### src/rtl/cnn_pkg.sv
// Shared definitions for the CNN result path: pixel width, pooling FSM states, signed max.
package cnn_pkg;

  localparam int DATA_W = 16;

  typedef enum logic [1:0] {
    ST_IDLE = 2'd0,
    ST_EVEN = 2'd1,
    ST_ODD  = 2'd2
  } pool_state_t;

  function automatic logic signed [DATA_W-1:0] smax(input logic signed [DATA_W-1:0] a,
                                                    input logic signed [DATA_W-1:0] b);
    return (a >= b) ? a : b;
  endfunction

endpackage

### src/rtl/cnn_max2.sv
// Signed max of two operands.
// Combinational, no latency; no flow control.
module cnn_max2 #(
  parameter int W = 16
) (
  input  logic [W-1:0] a,
  input  logic [W-1:0] b,
  output logic [W-1:0] y
);

  assign y = ($signed(a) >= $signed(b)) ? a : b;

endmodule

### src/rtl/cnn_maxpool.sv
// 2x2/stride-2 signed max-pool over a row-major pixel stream; CNN_MAXPOOL_RELU_EN clamps negatives first.
// Latency: pooled value registered 1 cycle after the accepted odd-row, odd-col pixel.
// No backpressure: every in_valid pixel is consumed, gaps freeze all state.
module cnn_maxpool
  import cnn_pkg::*;
#(
  parameter int DATA_W = cnn_pkg::DATA_W,
  parameter int FMAP_W = 4,
  parameter int FMAP_H = 4
) (
  input  logic              clk,
  input  logic              rst_n,
  input  logic              in_valid,
  input  logic [DATA_W-1:0] in_data,
  output logic              out_valid,
  output logic [DATA_W-1:0] out_data,
  output logic              frame_done
);

  localparam int CW = $clog2(FMAP_W);
  localparam int RW = $clog2(FMAP_H);
  localparam int NB = FMAP_W / 2;
  localparam int IW = (NB > 1) ? $clog2(NB) : 1;

  pool_state_t       state_q, state_d;
  logic [CW-1:0]     col_cnt;
  logic [RW-1:0]     row_cnt;
  logic [DATA_W-1:0] px;
  logic [DATA_W-1:0] h_reg;
  logic [DATA_W-1:0] h_max;
  logic [DATA_W-1:0] v_max;
  logic [DATA_W-1:0] row_buf [NB];
  logic [IW-1:0]     buf_idx;
  logic              last_col, last_row;
  logic              odd_row, buf_wr, pool_fire, pool_last;

`ifdef CNN_MAXPOOL_RELU_EN
  assign px = in_data[DATA_W-1] ? '0 : in_data;
`else
  assign px = in_data;
`endif

  assign last_col = (col_cnt == CW'(FMAP_W - 1));
  assign last_row = (row_cnt == RW'(FMAP_H - 1));
  assign buf_idx  = IW'(col_cnt >> 1);

  always_ff @(posedge clk or negedge rst_n) begin
    if (!rst_n) begin
      state_q <= ST_IDLE;
    end else begin
      state_q <= state_d;
    end
  end

  always_comb begin
    state_d = state_q;
    case (state_q)
      ST_IDLE: if (in_valid) state_d = ST_EVEN;
      ST_EVEN: if (in_valid && last_col) state_d = ST_ODD;
      ST_ODD:  if (in_valid && last_col) state_d = last_row ? ST_IDLE : ST_EVEN;
      default: state_d = ST_IDLE;
    endcase
  end

  // IDLE behaves as an even row: its pixel is row 0, col 0 and counters already sit at zero.
  always_comb begin
    odd_row   = (state_q == ST_ODD);
    buf_wr    = in_valid && !odd_row && col_cnt[0];
    pool_fire = in_valid && odd_row && col_cnt[0];
    pool_last = pool_fire && last_col && last_row;
  end

  always_ff @(posedge clk or negedge rst_n) begin
    if (!rst_n) begin
      col_cnt <= '0;
      row_cnt <= '0;
    end else if (in_valid) begin
      if (last_col) begin
        col_cnt <= '0;
        row_cnt <= last_row ? '0 : row_cnt + RW'(1);
      end else begin
        col_cnt <= col_cnt + CW'(1);
      end
    end
  end

  cnn_max2 #(.W(DATA_W)) u_hmax (
    .a (h_reg),
    .b (px),
    .y (h_max)
  );

  cnn_max2 #(.W(DATA_W)) u_vmax (
    .a (row_buf[buf_idx]),
    .b (h_max),
    .y (v_max)
  );

  always_ff @(posedge clk or negedge rst_n) begin
    if (!rst_n) begin
      h_reg <= '0;
      for (int i = 0; i < NB; i++) row_buf[i] <= '0;
    end else begin
      if (in_valid && !col_cnt[0]) h_reg <= px;
      if (buf_wr) row_buf[buf_idx] <= h_max;
    end
  end

  always_ff @(posedge clk or negedge rst_n) begin
    if (!rst_n) begin
      out_valid  <= 1'b0;
      out_data   <= '0;
      frame_done <= 1'b0;
    end else begin
      out_valid  <= pool_fire;
      out_data   <= pool_fire ? v_max : '0;
      frame_done <= pool_last;
    end
  end

endmodule

### config.mk
export PLATFORM = sky130hd
export DESIGN_NAME = cnn_maxpool
export DESIGN_NICKNAME = d
export VERILOG_FILES = /design/src/rtl/cnn_pkg.sv /design/src/rtl/cnn_max2.sv /design/src/rtl/cnn_maxpool.sv
export SDC_FILE = /design/constraint.sdc
export NUM_CORES = 1
export LEC_CHECK = 0
export CAP_MARGIN = 20
export CORE_ASPECT_RATIO = 0.9
export CORE_UTILIZATION = 40
export CTS_CLUSTER_SIZE = 12
export DETAILED_ROUTE_END_ITERATION = 6
export HOLD_SLACK_MARGIN = 0.1
export SYNTH_ARGS = -nofsm -noshare
export SYNTH_HDL_FRONTEND = slang
export SYNTH_HIERARCHICAL = 1
export SYNTH_SLANG_ARGS = --single-unit
### constraint.sdc
create_clock -name clk -period 10 [get_ports clk]
set_input_delay 1 -clock clk [delete_from_list [all_inputs] [get_ports clk]]
set_output_delay 1 -clock clk [all_outputs]
set_load 0.005 [all_outputs]
==> flow_summary_export.csv <==
group,metric,value,unit
status,status,"finished, final reports clean",
timing,finalSetupTns,0,ns
synth,synth.avg_cell_area,10.7,um^2
clock_tree,clk_pin_slew,0.06,ns
worst_setup_path,crit_fanout,48,
worst_setup_path,path_buf_inv,4,
synth,syn_nets,485,
worst_setup_path,slowest_stage,"ha_1",
synth,ys_warn_count,6,
layout,final_net_count,511,
worst_setup_path,path_class,"in -> reg",
synth,ys.flop_type,"dfrtp_1",
clock_tree,ctsHoldBuffers,0,
placement,dp_hpwl,6610,um
drt,drtIter0Drc,113,
drt,vias,3230,
drt,firstDrtPassIters,4,
drt,drtAntennaViolNets,0,
drt,wirelength,9210,um
clock_tree,post_cts_resized,0,
global_route,antenna_found_initial,0,
floorplan,die_area,12000,um^2
power_and_ir_drop,peakVddDrop,0.180,mV
worst_setup_path,cp_data_arrival_time,6.43,ns
layout,final_area,5350,um^2
drt,wl_per_cell,15.0,um
layout,largest_register_ff_count,32,
floorplan,die_h,104,um
layout,drive_above_1_share,0.244,
timing,slew_headroom,0.350,
synth,synth_cells,432,
timing,setup_viol,0,
synth,ys_seq_area_frac,0.388,
clock_tree,cts_buffers,9,
global_route,grt-ovfl-total,0,
synth,syn_area,4640,um^2
floorplan,rows,36,
global_route,grt_use_total,0.163,
drt,routed_via_density,5.25,
layout,syn_to_final_growth,15.2,%
worst_setup_path,start_kind,"input port",
floorplan,start_util,0.419,
clock_tree,cts_max_level,3,
clock_tree,clock_path_buffers,2,
floorplan,ios,37,
placement,gp_congestion,0.780,
synth,ys_ff_latch,72,
layout,diodes,0,
worst_hold_path,hold_class,"reg -> reg",
worst_setup_path,crit_family,"simple AND/OR/NAND/NOR gates",
global_route,grt_pass1_vias,3066,
timing,hold_violations,0,
power_and_ir_drop,p_leak,2.41,nW
clock_tree,clk_latency,0.34,ns
synth,synth_edf_count,0,
global_route,grt_max_degree,73,
drt,route.detailed.drc,0,
floorplan,design.core.area,11100,um^2
worst_setup_path,cp_cell_sequence,"clkdlybuf4s50_1, inv_1, ha_1, nand4_1, nor2_1, a311o_1, a2111oi_2, mux2_4, mux2_2, inv_1, ha_1, nand4_2, or4_1, a21o_1, buf_4, a22o_1, nand3_1, and2_1",
timing,worst_slew_pin_slew,0.975,ns
clock_tree,cts_tree,"done",
timing,max_freq,162,MHz
worst_setup_path,required,10.27,ns
synth,yosysUniqueCellTypes,38,
timing,skew,0.00853,ns
timing,holdWs,0.500,ns
power_and_ir_drop,powerDensity,375,nW/um^2
global_route,grt_pass1_wl,15200,um
worst_setup_path,end_kind,"register",
synth,synth-async-reset-ratio,1.00,
timing,period_share,0.616,
timing,grt_setup_unrepaired,"no",
clock_tree,clock-sinks,72,
clock_tree,cts_setup_buffers,0,
timing,maxSlewViolCount,0,
floorplan,die_w,116,um
timing,post-route-min-period,6.16,ns
worst_setup_path,crit_path_max_incr_delay,0.88,ns
placement,port_buffers,36,
placement,detailed_place.area,5050,um^2
clock_tree,root_buffer,"clkbuf_16",
flow_run,cap_viol_max_count,0,
worst register-to-register path: cells and delay by family, from the launching register on:
kind | cells | cell delay [ns]
simple gates | 5 | 1.13
fa+ha+maj | 2 | 1.22
compound gates | 5 | 1.38
buf+inv | 2 | 0.33
flops | 1 | 0.39
mux | 2 | 0.79
logic make-up after synthesis:
| family | after synthesis | synth area share |
|---|---|---|
| multiplexers | 83 | 0.210 |
| adder cells (fa/ha/maj) | 34 | 0.0916 |
| AO/OA/AOI/OAI | 45 | 0.0711 |
| flip-flops | 72 | 0.388 |
| AND/OR/NAND/NOR | 139 | 0.173 |
| buffers and inverters | 59 | 0.0660 |
cells in the mapped netlist, types with 2 or more instances:
cell type	n	area (um^2)
a2111oi_2	2	30.0
clkbuf_1	6	22.5
nor2b_1	2	12.5
buf_4	2	15.0
nor2_1	7	26.3
o211ai_1	2	15.0
a21oi_1	12	60.1
and2_1	17	106
ha_1	34	425
inv_1	34	128
buf_6	7	78.8
buf_2	7	35.0
mux2_2	71	800
dfrtp_1	72	1800
mux2_4	11	165
nand2_1	29	109
nor3_1	2	10.0
nand2b_1	18	113
o21ai_0	7	35.0
a22o_1	16	140
nand4_1	38	238
or4_1	2	15.0
a21o_1	3	22.5
buf_1	2	7.51
nand3_1	16	80.1
power by group:
part / total, mW / switching [mW] / leakage [nW] / internal (mW)
Clock: 0.317 / 0.124 / 0.139 / 0.194
Combinational: 1.21 / 0.648 / 1.38 / 0.559
Sequential: 0.480 / 0.0792 / 0.891 / 0.401
Total: 2.00 / 0.851 / 2.41 / 1.15
routing by layer:
layer | track usage | vias up | wire length (um)
met5 | 0 | - | 0
met4 | 0.0445 | 0 | 104
met3 | 0.0338 | 12 | 324
met2 | 0.237 | 60 | 3860
met1 | 0.241 | 1554 | 4930
li1 | - | 1604 | -
placed cells by master (no fill, tap or decap), types with 2 or more instances in the layout:
| cell type | n |
|---|---|
| dfrtp_1 | 72 |
| mux2_2 | 71 |
| nand4_1 | 38 |
| clkdlybuf4s50_1 | 35 |
| inv_1 | 34 |
| ha_1 | 34 |
| nand2_1 | 29 |
| nand2b_1 | 18 |
| and2_1 | 17 |
| a22o_1 | 16 |
| nand3_1 | 16 |
| a21oi_1 | 12 |
| mux2_4 | 11 |
| clkbuf_16 | 9 |
| nor2_1 | 7 |
| o21ai_0 | 7 |
| buf_4 | 4 |
| a21o_1 | 3 |
| nor2b_1 | 2 |
| nor3_1 | 2 |
| clkinvlp_4 | 2 |
| o211ai_1 | 2 |
| or4_1 | 2 |
per-stage QoR:
| step | power [mW] | util | instances | worst slack [ns] |
|---|---|---|---|---|
| floorplan | 1.46 | - | 432 | 5.12 |
| global placement | 1.65 | 0.456 | 599 | 3.76 |
| detailed placement | 1.69 | 0.456 | 599 | 3.56 |
| CTS | 2.02 | 0.483 | 615 | 3.89 |
| global route | 2.17 | 0.483 | 615 | 3.54 |
| finish | 2.00 | 0.483 | 615 | 3.84 |
layout make-up:
cell class                 count  area (um^2)
clock buffer                  10          229
fill                        1042         5730
clock inverter                 6         67.6
inverter                      34          128
sequential                    72         1800
multi-input combinational    301         2550
timing repair buffer          40          385
tap                          152          190
final timing paths:
path / startpoint / to / slack (ns) / cells past startpoint
max in group asynchronous: rst_n / row_buf[15]$_DFFE_PN0P_ / 8.54 / 2
setup reg to reg: h_reg[11]$_DFFE_PN0P_ / out_data[2]$_DFF_PN0_ / 4.68 / 16
setup / recovery: in_data[15] / out_data[2]$_DFF_PN0_ / 3.84 / 18
hold reg to reg: row_buf[9]$_DFFE_PN0P_ / row_buf[9]$_DFFE_PN0P_ / 0.50 / 1
min in group asynchronous: rst_n / out_data[13]$_DFF_PN0_ / 0.88 / 2
hold / removal: row_buf[9]$_DFFE_PN0P_ / row_buf[9]$_DFFE_PN0P_ / 0.50 / 1
Power figures use the tool's default switching activity.
